[config.mk]
export PLATFORM = sky130hd
export DESIGN_NAME = mac_out_packer
export DESIGN_NICKNAME = d
export VERILOG_FILES = /design/src/rtl/mac_out_packer.sv
export SDC_FILE = /design/constraint.sdc
export NUM_CORES = 1
export LEC_CHECK = 0
export CORE_MARGIN = 4
export CORE_UTILIZATION = 24
export CTS_CLUSTER_DIAMETER = 30
export DETAILED_ROUTE_END_ITERATION = 8
export SLEW_MARGIN = 20
export SYNTH_ARGS = -nofsm -noshare
export SYNTH_HDL_FRONTEND = slang
export SYNTH_SLANG_ARGS = --single-unit
[constraint.sdc]
create_clock -name clk -period 3.2 [get_ports clk]
set_input_delay 0.32 -clock clk [delete_from_list [all_inputs] [get_ports clk]]
set_output_delay 0.32 -clock clk [all_outputs]
set_load 0.01 [all_outputs]
[src/rtl/mac_out_packer.sv]
// mac_out_packer: saturates signed MAC results to OUT_WIDTH lanes, packs LANES per word, queues words in a small FIFO.
// Optional build macro MAC_PACK_RELU_EN zeroes negative inputs before saturation.
module mac_out_packer #(
  parameter int IN_WIDTH   = 16,
  parameter int OUT_WIDTH  = 8,
  parameter int LANES      = 4,
  parameter int FIFO_DEPTH = 4
) (
  input  logic                          clk,
  input  logic                          arst_n_in,
  input  logic                          in_valid,
  output logic                          in_ready,
  input  logic signed [IN_WIDTH-1:0]    in_data,
  input  logic                          in_last,
  output logic                          out_valid,
  input  logic                          out_ready,
  output logic [LANES*OUT_WIDTH-1:0]    out_data,
  output logic [$clog2(LANES+1)-1:0]    out_count,
  output logic [15:0]                   sat_count
);
  localparam int WORD_W = LANES * OUT_WIDTH;
  localparam int CNT_W  = $clog2(LANES + 1);
  localparam int LANE_W = $clog2(LANES);
  localparam int PTR_W  = $clog2(FIFO_DEPTH);
  localparam int OCC_W  = $clog2(FIFO_DEPTH + 1);
  localparam logic signed [IN_WIDTH-1:0] SAT_MAX = IN_WIDTH'((1 << (OUT_WIDTH - 1)) - 1);
  localparam logic signed [IN_WIDTH-1:0] SAT_MIN = ~SAT_MAX;
  localparam logic [OUT_WIDTH-1:0] LANE_MAX = {1'b0, {(OUT_WIDTH - 1){1'b1}}};
  localparam logic [OUT_WIDTH-1:0] LANE_MIN = {1'b1, {(OUT_WIDTH - 1){1'b0}}};

  logic [LANE_W-1:0] lane_q, lane_d;
  logic [WORD_W-1:0] pack_q, pack_d;
  logic [15:0]       sat_cnt_q, sat_cnt_d;
  logic [PTR_W-1:0]  wr_ptr_q, wr_ptr_d, rd_ptr_q, rd_ptr_d;
  logic [OCC_W-1:0]  occ_q, occ_d;
  logic [WORD_W-1:0] data_mem_q [FIFO_DEPTH];
  logic [CNT_W-1:0]  cnt_mem_q  [FIFO_DEPTH];

  logic signed [IN_WIDTH-1:0] relu_val;
  logic [OUT_WIDTH-1:0] lane_val;
  logic                 clamped;
  logic                 xfer, word_done, pop;
  logic [WORD_W-1:0]    word_out;
  logic [CNT_W-1:0]     word_cnt;

  // Ready comes only from registered occupancy, never from the handshake inputs.
  assign in_ready  = (occ_q != OCC_W'(FIFO_DEPTH));
  assign out_valid = (occ_q != '0);
  assign xfer      = in_valid & in_ready;
  assign word_done = xfer & (in_last | (lane_q == LANE_W'(LANES - 1)));
  assign pop       = out_valid & out_ready;
  assign out_data  = out_valid ? data_mem_q[rd_ptr_q] : '0;
  assign out_count = out_valid ? cnt_mem_q[rd_ptr_q] : '0;
  assign sat_count = sat_cnt_q;

  always_comb begin
`ifdef MAC_PACK_RELU_EN
    relu_val = in_data[IN_WIDTH-1] ? '0 : in_data;
`else
    relu_val = in_data;
`endif
    clamped  = 1'b0;
    lane_val = relu_val[OUT_WIDTH-1:0];
    if (relu_val > SAT_MAX) begin
      lane_val = LANE_MAX;
      clamped  = 1'b1;
    end else if (relu_val < SAT_MIN) begin
      lane_val = LANE_MIN;
      clamped  = 1'b1;
    end
  end

  // Word as it looks with the current lane inserted; lanes above it are still zero.
  always_comb begin
    word_out = pack_q;
    for (int i = 0; i < LANES; i++) begin
      if (lane_q == LANE_W'(i)) word_out[i*OUT_WIDTH +: OUT_WIDTH] = lane_val;
    end
    word_cnt = CNT_W'(lane_q) + CNT_W'(1);
  end

  always_comb begin
    lane_d    = lane_q;
    pack_d    = pack_q;
    sat_cnt_d = sat_cnt_q;
    wr_ptr_d  = wr_ptr_q;
    rd_ptr_d  = rd_ptr_q;
    occ_d     = occ_q;
    if (xfer) begin
      if (word_done) begin
        lane_d = '0;
        pack_d = '0;
      end else begin
        lane_d = lane_q + LANE_W'(1);
        pack_d = word_out;
      end
      if (clamped && (sat_cnt_q != 16'hFFFF)) sat_cnt_d = sat_cnt_q + 16'd1;
    end
    if (word_done) wr_ptr_d = wr_ptr_q + PTR_W'(1);
    if (pop)       rd_ptr_d = rd_ptr_q + PTR_W'(1);
    case ({word_done, pop})
      2'b10:   occ_d = occ_q + OCC_W'(1);
      2'b01:   occ_d = occ_q - OCC_W'(1);
      default: occ_d = occ_q;
    endcase
  end

  always_ff @(posedge clk or negedge arst_n_in) begin
    if (!arst_n_in) begin
      lane_q    <= '0;
      pack_q    <= '0;
      sat_cnt_q <= '0;
      wr_ptr_q  <= '0;
      rd_ptr_q  <= '0;
      occ_q     <= '0;
      for (int i = 0; i < FIFO_DEPTH; i++) begin
        data_mem_q[i] <= '0;
        cnt_mem_q[i]  <= '0;
      end
    end else begin
      lane_q    <= lane_d;
      pack_q    <= pack_d;
      sat_cnt_q <= sat_cnt_d;
      wr_ptr_q  <= wr_ptr_d;
      rd_ptr_q  <= rd_ptr_d;
      occ_q     <= occ_d;
      if (word_done) begin
        data_mem_q[wr_ptr_q] <= word_out;
        cnt_mem_q[wr_ptr_q]  <= word_cnt;
      end
    end
  end

endmodule

Word-level counts from Yosys, hierarchy flattened
Index checks and enable logic that the tools add are counted.
Word-level totals
  input bits: 21
  register bits: 197
  word-level logic and storage cells: 70
Operators by class
  reduce and logical (&&, ||, !) cells: 6
  bitwise gates (word level): 6
  magnitude comparators: 5
  mux-type cells: 25
  add/subtract/negate cells: 7
  equal/unequal tests: 7
Operator list (number)
  2-to-1 mux 32 bit: 5
  bitwise mux 128 bit: 1
  binary-select mux 32 bit (select 2 bit): 1
  demux 32 bit (select 2 bit): 1
  2-to-1 mux 8 bit: 6
  adder 16 x 1 -> 16 bit, second input constant: 1
  > comparator 16 x 8 -> 1 bit, second input constant: 1
  < comparator 16 x 8 -> 1 bit, second input constant: 1
  != test 16 bit, second input constant: 1
  bitwise mux 12 bit: 1
  2-to-1 mux 3 bit: 4
  adder 2 x 1 -> 2 bit, second input constant: 3
  binary-select mux 3 bit (select 2 bit): 1
  demux 3 bit (select 2 bit): 1
  == test 2 bit, second input constant: 3
  >= comparator 3 bit, second input constant: 2
  inverter 2 -> 3 bit: 2
  case mux 3 bit (2 select lines): 1
  == test 2 x 1 -> 1 bit, second input constant: 2
  adder 2 x 1 -> 3 bit, second input constant: 1
  adder 3 x 1 -> 3 bit, second input constant: 1
  bitwise AND 1 bit: 3
  < comparator 3 x 1 -> 1 bit, second input constant: 1
  != test 3 bit, second input constant: 1
  9 further kinds: 11

Logic depth before layout (Yosys ltp)
Gate-level depths: netlist of the first run.
  depth in word-level cells: 6
  depth in mapped cells: 12
  mapped depth without buffers: 10

Least setup slack after synthesis of the first run
Ideal clock, no wire load.
  kind: register -> register
  start: reg lane_q[0]
  end: reg occ_q[2]
  data required time: 3.121 ns
  setup slack: 0.766 ns
  data arrival time: 2.355 ns
  setup time: 0.079 ns
  clock period less this slack: 2.434 ns
  stages on the path, launching flop included: 13
  cells stage by stage: dfrtp_1 ha_1 nor2_1 and3b_1 buf_6 buf_2 inv_1 ha_1 inv_1 fa_1 xor2_1 nor2_1 xor2_1
Between the ends
  cells in the longest elaborated chain, start to end: 5
  elaborated cells between the ends (all ways): 7
RTL lines
  from (decl): line 31  | logic [LANE_W-1:0] lane_q, lane_d;
  from (signal assigned): line 121  | lane_q <= lane_d;
  == test 2 bit *: line 50  | assign word_done = xfer & (in_last | (lane_q == LANE_W'(LANES - 1)));
  OR 1 bit *: line 50
  bitwise AND 1 bit *: line 50
  == test 2 x 1 -> 1 bit or == test 2 bit (tied branches): line 101  | case ({word_done, pop})
  case mux 3 bit (2 select lines) or nonzero test 2 bit (tied branches)
  to (signal assigned): line 115  | occ_q <= '0;
  to (signal assigned): line 126  | occ_q <= occ_d;
  to (decl): line 35  | logic [OCC_W-1:0] occ_q, occ_d;
Mark *: on every way between the ends. The rest lies on a longest branch, timed or not.
A chain may end at the register's enable or synchronous reset.

Final worst setup path of the first run
  start: reg occ_q[0]
  end: out out_data[19]
Between the ends
  cells in the longest elaborated chain, start to end: 2
RTL lines
  nonzero test 3 bit: line 48  | assign out_valid = (occ_q != '0);
  2-to-1 mux 32 bit: line 52  | assign out_data = out_valid ? data_mem_q[rd_ptr_q] : '0;
  to (decl): line 17  | output logic [LANES*OUT_WIDTH-1:0] out_data,
Every way passes these cells.

==> run metrics, run 1 <==
Synth top area share=0.554; worst-path maximum fanout=27; Initial DRC Count=about 480; Synthesized Nets=834; GR Util All Layers=0.111; drt via density=~4.5; CTS tree=built; footprint of the multi-input gates=about 3600 µm²; status=completed; layout cells sized above 1=0.117; I/O pin cnt=74; Layout area overhead=20.2%; WL final=22.0 mm; Cells after Synth=802; depth of the worst hold-timing path=2; TNS Setup=0 ns; count of placed standard cells including taps=1,318; drt pass-1 iters=5; XOR/XNOR share of the synthesized area=0.0197; CTS Buf Count=17; vias in the first global route=around 6,300; GPL Wtd Cong=around 0.77; largest buffer count on any clock path=2; Worst Hold Class=flip-flop to flip-flop; fraction of the yosys area taken by sequential cells=0.554; netlist area before placement=just under 9000 µm²; count of input and output buffers=73; endpoints failing hold=0; VDD IR-drop max=roughly 0.35 mV; simple-gate share of the synthesized area=0.145; WL met2=around 11 mm; Worst-path clk slew=0.07 ns; RSZ-0062 raised after global routing=false; period utilisation layout=0.853; Worst Path Required=2.88 ns; crit path kind=flip-flop to output port; Max-Cap Viols=0; initial antenna violation count=1; Final Critical Period=approximately 2.7 ns; via count=~6,000; Worst-Margin Slew=around 0.96 ns; H-tree depth=4; post-synthesis sequential element count=~200; Worst path slowest cell=or3_1; Clk Latency, worst-skew pair=approximately 0.44 ns; WL/cell=between 15 and 20 µm; DRC viols=0; CP max stage delay=~0.55 ns; DRT met1 WL=between 10 and 15 mm; Synthesis Warnings=0; area of the die=40,200 µm²; skew final=0.0167 ns; Synth area leaders=dfrtp_1 (55%), o21ai_0 (9.1%), mux4_2 (8.9%); fin cells=1,349; most area-hungry cell type in the Yosys netlist=dfrtp_1; hold buffer count at CTS=1; Post-Synth Adder-Cell Area=0.0163; Worst Setup End Kind=output port; Post-CTS Resized=0; R2R depth=10; most frequent cells in the layout=dfrtp_1 (196), nand2_1 (176), o21ai_0 (162), clkdlybuf4s50_1 (72), and2_1 (37); multiplexer share of the synthesized area=0.102; Reg area=between 4000 and 5000 µm²; Sink Count=between 150 and 200; total gr overflow=0; Finished Core Util=0.292; Critical Path AT=2.41 ns; global-route wire length before repair=roughly 36 mm; post-route ant nets=0; Post-CTS Setup Repair Bufs=0; PwrDens=roughly 860 nW/µm²; main combinational cell family by area after synthesis=simple AND/OR/NAND/NOR gates; post-DP HPWL=between 15 and 20 mm; critical path, cell by cell=or3_1, buf_4, and2_1, clkdlybuf4s50_1; initial core utilization=0.243; count of pins over their slew limit=0; Max Used Layer=met4; chip height=roughly 200 µm; compound-gate portion of the synthesized area=0.126; die width=201 µm; Worst slew margin=0.356; fmax=0.366 GHz; commonest non-fill, non-tap cell in the layout=dfrtp_1; Pleak=4.62 nW; final-stage net count=approximately 900; setup violators final=0; largest net degree at the start of global routing=91; Setup crit start kind=flip-flop; Root Driver=clkbuf_16; total length of routed met3 wires=~730 µm; ANT cells=0; synthesized area per cell=between 10 and 15 µm²; Distinct cells, synth=42; Core Area=36,600 µm²; Layout fillers=between 3,000 and 4,000; cell row count=70; total power=slightly above 9 mW
-- worst paths after layout --
kind	start	slack [ns]	end
max in group asynchronous	arst_n_in	1.87	data_mem_q[76]
setup / recovery	occ_q[0]	0.47	out_data[19]
setup reg to reg	lane_q[0]	0.64	occ_q[2]
hold reg to reg	data_mem_q[58]	0.48	data_mem_q[58]
hold / removal	data_mem_q[58]	0.48	data_mem_q[58]
min in group asynchronous	arst_n_in	0.51	sat_count[12]
-- through the flow --
step	setup slack, ns	instance area, µm²	hold slack, ns
finish	0.471	10700	0.477
global route	0.264	10700	0.495
CTS	0.338	10700	0.481
detailed placement	0.521	10200	0.444
global placement	0.520	10200	0.441
floorplan	0.766	8900	0.0244
-- routing by layer --
layer,global-route usage,vias up
met5,0,-
met4,0.0293,0
met3,0.0189,15
met2,0.182,90
met1,0.153,3071
li1,-,2915
-- synthesized netlist by cell type --
cell type / n
nor2b_1: 8
nor3_1: 4
mux4_2: 35
and4_1: 1
ha_1: 10
mux2i_1: 5
nand2_1: 176
and3b_1: 1
nand2b_1: 1
dfrtp_1: 197
fa_1: 1
nor3_2: 1
nor2_1: 10
nand2_4: 4
mux2_2: 2
clkbuf_1: 8
clkbuf_2: 2
nor4b_1: 2
nor4_2: 5
a2bb2oi_1: 28
xnor2_1: 4
nand4_1: 5
buf_1: 1
nor3b_1: 1
or3_1: 1
inv_1: 14
mux2_1: 4
o21ai_4: 1
xor2_1: 16
and2_4: 1
or3b_4: 1
buf_6: 10
a21oi_4: 1
o21a_1: 1
buf_2: 24
nand3_1: 5
and2_1: 37
and3_1: 2
nor2_2: 1
nor4_1: 4
o21ai_1: 5
o21ai_0: 162
-- logic make-up after synthesis --
group | Yosys count
buffers and inverters | 59
xor gates and xnor gates | 20
muxes | 46
DFF | 197
and+or+nand+nor | 271
adders and majority gates | 11
AOI/OAI and AO/OA | 198
-- where the power goes --
part,internal [mW],switching (mW)
clock,1.00,0.976
sequential,3.27,0.472
combinational,1.67,1.78
-- state kept, by name, summed over array words and instances (netlist names) --
signal and flops:
data_mem_q 128, pack_q 32, sat_count 16, cnt_mem_q 12, occ_q 3, lane_q 2, rd_ptr_q 2, wr_ptr_q 2
-- layout make-up --
cell class | count | area share
clock buffer | 18 | 0.0401
sequential | 197 | 0.461
tap | 468 | 0.0547
multi-input combinational | 546 | 0.340
timing repair buffer | 94 | 0.0895
inverter | 14 | 0.00491
clock inverter | 12 | 0.00936
-- critical path: cells and delay by family (launching register included) --
| kind | cells | cell delay, ns |
|---|---|---|
| buffers and inverters | 2 | 0.81 |
| flip-flops | 1 | 0.42 |
| AND/OR/NAND/NOR | 2 | 0.76 |
No activity file was read; power rests on OpenSTA's default activity.
==> inputs of run 2 (changes only) <==
Settings changed: CAP_MARGIN set to 20, HOLD_SLACK_MARGIN set to 0.03.
==> results of run 2 <==
No change in the layout: final DEF, timing and power equal those of run 1.
==> RTL edit 1 (settings of run 1) <==
Reset style: synchronous (`arst_n_in`), changed in one clocked block.
--- a/src/rtl/mac_out_packer.sv
+++ b/src/rtl/mac_out_packer.sv
@@ -105,7 +105,7 @@
     endcase
   end
 
-  always_ff @(posedge clk or negedge arst_n_in) begin
+  always_ff @(posedge clk) begin
     if (!arst_n_in) begin
       lane_q    <= '0;
       pack_q    <= '0;
Function: differs if arst_n_in is asserted again (counterexample within 4 cycles, from zero or initial values and one cycle with arst_n_in low); with arst_n_in held inactive, the same outputs for 4 cycles.
==> RTL edit 1 against run 1 <==
Non-clock buffer count down 3. Sequential cell count increased by 2. Area after synthesis down 0.59%. Utilization grew 0.084 points. Worst setup slack better by 0.0094 ns. Maximum frequency is 0.34% higher. Cell area hardly changed. Routed wire length fell by 3.3%. Critical path depth increased by 5. Sequential share of layout area increased by 4.2 points.
Power is not compared: it rests on default switching activity, and its combinational part moved more than twofold at a synthesized area within 25%.
==> RTL edit 1: results <==
set metrics [dict create \
    status "finished, final reports clean" \
    crit_fanout 10 \
    drive_above_1_share_pct 14.5 \
    holdWs_ns 0.456 \
    synth_compound_area_share_pct 4.20 \
    multi_input_area_share_pct 29.7 \
    hold_start "pack_q[13]" \
    num_vias 5555 \
    grt_pass1_wl_mm 32.9 \
    synth_xor_area_share_pct 0.990 \
    synth_top_area_share_pct 47.5 \
    reg2reg_to "occ_q[2]" \
    reg2reg_from "occ_q[2]" \
    synth_cell_types 47 \
    seq_share_pct 50.3 \
    synthMuxAreaShare_pct 13.1 \
    use_met2_pct 18.3 \
    gp_congestion 0.779 \
    fill_cells 3666 \
    dp_slack_ns 0.391 \
    area_growth_pct 21.0 \
    r2r_setup_slack_ns 0.48 \
    top_layer_used "met5" \
    synth.avg_cell_area_sq_um 12.5 \
    yosys-top-cells-area "edfxtp_1, dfxtp_1, mux4_2" \
    diodes 1 \
    synthAdderAreaFrac_pct 1.07 \
]
-- RTL edit 1: worst max-delay path by stage --
| stage | to | slack [ns] | cells after the start |
|---|---|---|---|
| final | occ_q[2] | 0.48 | 9 |
| after floorplan | cnt_mem_q[3][0] | 0.08 | 5 |
| after global routing | occ_q[2] | 0.32 | 9 |
| after global placement | occ_q[2] | 0.42 | 9 |
| after detailed placement | occ_q[2] | 0.39 | 9 |
| after CTS | occ_q[2] | 0.49 | 9 |
-- RTL edit 1: power groups by stage --
stage,clock (mW),sequential (mW),combinational [mW]
6_report,2.12,2.94,1.61
2_1_floorplan,0,2.98,0.982
3_5_place_dp,0,3.00,1.67
3_3_place_gp,0,2.99,1.67
4_1_cts,2.17,2.94,1.67
5_1_grt,2.28,2.95,1.76
-- RTL edit 1: critical path, cell delays in order, from the launching register on --
cell and delay [ns]:
dfxtp_1 0.36, or3b_4 0.42, and2_1 0.27, nand2_1 0.32, ha_1 0.24, inv_1 0.06
fa_1 0.37, xor2_1 0.16, or3_1 0.30, a21oi_1 0.14
==> RTL edit 2 (config.mk and constraints of run 1) <==
Without the edit above. The option `MAC_PACK_RELU_EN` is turned on by a define.
--- a/src/rtl/mac_out_packer.sv
+++ b/src/rtl/mac_out_packer.sv
@@ -1,5 +1,7 @@
 // mac_out_packer: saturates signed MAC results to OUT_WIDTH lanes, packs LANES per word, queues words in a small FIFO.
 // Optional build macro MAC_PACK_RELU_EN zeroes negative inputs before saturation.
+`define MAC_PACK_RELU_EN
+
 module mac_out_packer #(
   parameter int IN_WIDTH   = 16,
   parameter int OUT_WIDTH  = 8,
Check against the original RTL: not equivalent (Yosys sat finds a counterexample within 4 cycles, from zero or initial values and one cycle with arst_n_in low).
==> RTL edit 2 against run 1 <==
The flow now finishes with violations (hold timing). Worst setup slack worse by 0.14 ns. Synthesized cell count up 2.0%. Routed wire length up 1.7%. Count of clock-buffer cells in the layout up 5. Final cell count up 3.6%. Total power up 22%. Cell area up 3.8%. Sequential share of layout area down 1.7 points. Clock skew down 0.0063 ns. Area after synthesis up 4.8%. Sequential cell count unchanged.
==> RTL edit 2: results <==
set metrics [dict create \
    finalHoldViolCount 2 \
    crit_fanout 20 \
    grt_pass1_vias 6338 \
    status "finished, violations left" \
    max_slew_margin_pct 45.3 \
    path_clk_slew_ns 0.07 \
    yosysSeqAreaShare_pct 52.9 \
    yosys-top-cells-area "dfrtp_1, mux4_2, a21oi_1" \
    nets 905 \
    synthCells 818 \
    synth_nets 850 \
    r2r_setup_slack_ns 0.68 \
    min_path_type "input port to async pin" \
    synthMuxAreaShare_pct 14.3 \
    grt_usage_pct 10.9 \
    post_drt_wl_per_cell_um 16.0 \
    synthAdderAreaFrac_pct 1.56 \
    power_switching_mw 4.02 \
    ir_worst_vdd_v 0.000463 \
    power_leakage_nw 4.47 \
    via_per_inst 4.32 \
    grt_max_degree 98 \
    drive_above_1_share_pct 16.5 \
    arrival_ns 2.55 \
    endpoint "out_count[2]" \
    gp_congestion 0.785 \
    synth_compound_area_share_pct 9.77 \
    hold_buffers 0 \
    fin_skew_ns 0.0104 \
    synth_xor_area_share_pct 1.79 \
    synthTopCellsByCount "dfrtp_1, nor2_1, a21oi_1" \
    holdWs_ns -0.00196 \
    drt-initial-drc-count 353 \
    grt_pass1_wl_mm 36.4 \
    dp_slack_ns 0.608 \
    violations "hold timing" \
]
RTL edit 2: changes by cell type after synthesis, sizes merged, moves of 11 or more:
| cell | delta |
|---|---|
| mux2i | +24 |
| a21oi | +111 |
| nand2 | -96 |
| nor2 | +113 |
| xor2 | -12 |
| xnor2 | +11 |
| o21ai | -120 |
| a2bb2oi | -28 |
| clkbuf | +15 |
RTL edit 2: logic make-up (layout without fill, tap and decap cells):
group                      count (synthesis)  after routing
AOI/OAI and AO/OA                        161            161
xor gates and xnor gates                  19             19
muxes                                     67             67
and+or+nand+nor                          301            301
adders and majority gates                 11             11
DFF                                      197            197
buffers and inverters                     62            130
RTL edit 2: layout make-up:
class                           count  area, sq um
Tap cell                          511          639
Sequential cell                   197         4930
Inverter                            8         30.0
Timing Repair Buffer               90          937
Clock inverter                      9         70.1
Clock buffer                       23          468
Fill cell                        4001        26900
Multi-Input combinational cell    559         4030
RTL edit 2: worst min-delay path by stage:
stage,end,slack [ns],cells past startpoint
2_1_floorplan,cnt_mem_q[0],0.02,0
3_3_place_gp,cnt_mem_q[1],0.46,2
3_5_place_dp,cnt_mem_q[5],0.46,2
4_1_cts,data_mem_q[126],0.02,1
5_1_grt,data_mem_q[62],0.05,1
6_report,data_mem_q[126],-0.002,1
RTL edit 2: critical path, stage by stage (launching register included):
cell and delay, ns:
dfrtp_1 0.41, or3_1 0.69, buf_4 0.35, and2_1 0.18, clkdlybuf4s50_1 0.49
RTL edit 2: routing by layer:
layer  up-vias  part of all wire [%]  track usage (%)
met4         2                   1.0             2.32
met2       118                    45             16.7
li1       2887                     -                -
met1      3015                    48             15.8
met3        16                   5.4             2.74
met5         -                 0.058                0
RTL edit 2: metrics by stage:
| stage | cells | instance area (sq um) |
|---|---|---|
| final | 1397 | 11100 |
| after CTS | 1397 | 11100 |
| after detailed placement | 1365 | 10600 |
| after global placement | 1365 | 10600 |
| after floorplan | 818 | 9320 |
| after global routing | 1397 | 11100 |
RTL edit 2: power groups by stage:
| stage | combinational, mW | sequential [mW] | clock (mW) |
|---|---|---|---|
| after CTS | 5.27 | 4.03 | 2.05 |
| after global routing | 5.68 | 4.16 | 2.14 |
| after floorplan | 3.34 | 3.92 | 0 |
| after detailed placement | 5.25 | 4.07 | 0 |
| final | 5.14 | 4.02 | 2.01 |
| after global placement | 5.20 | 4.03 | 0 |
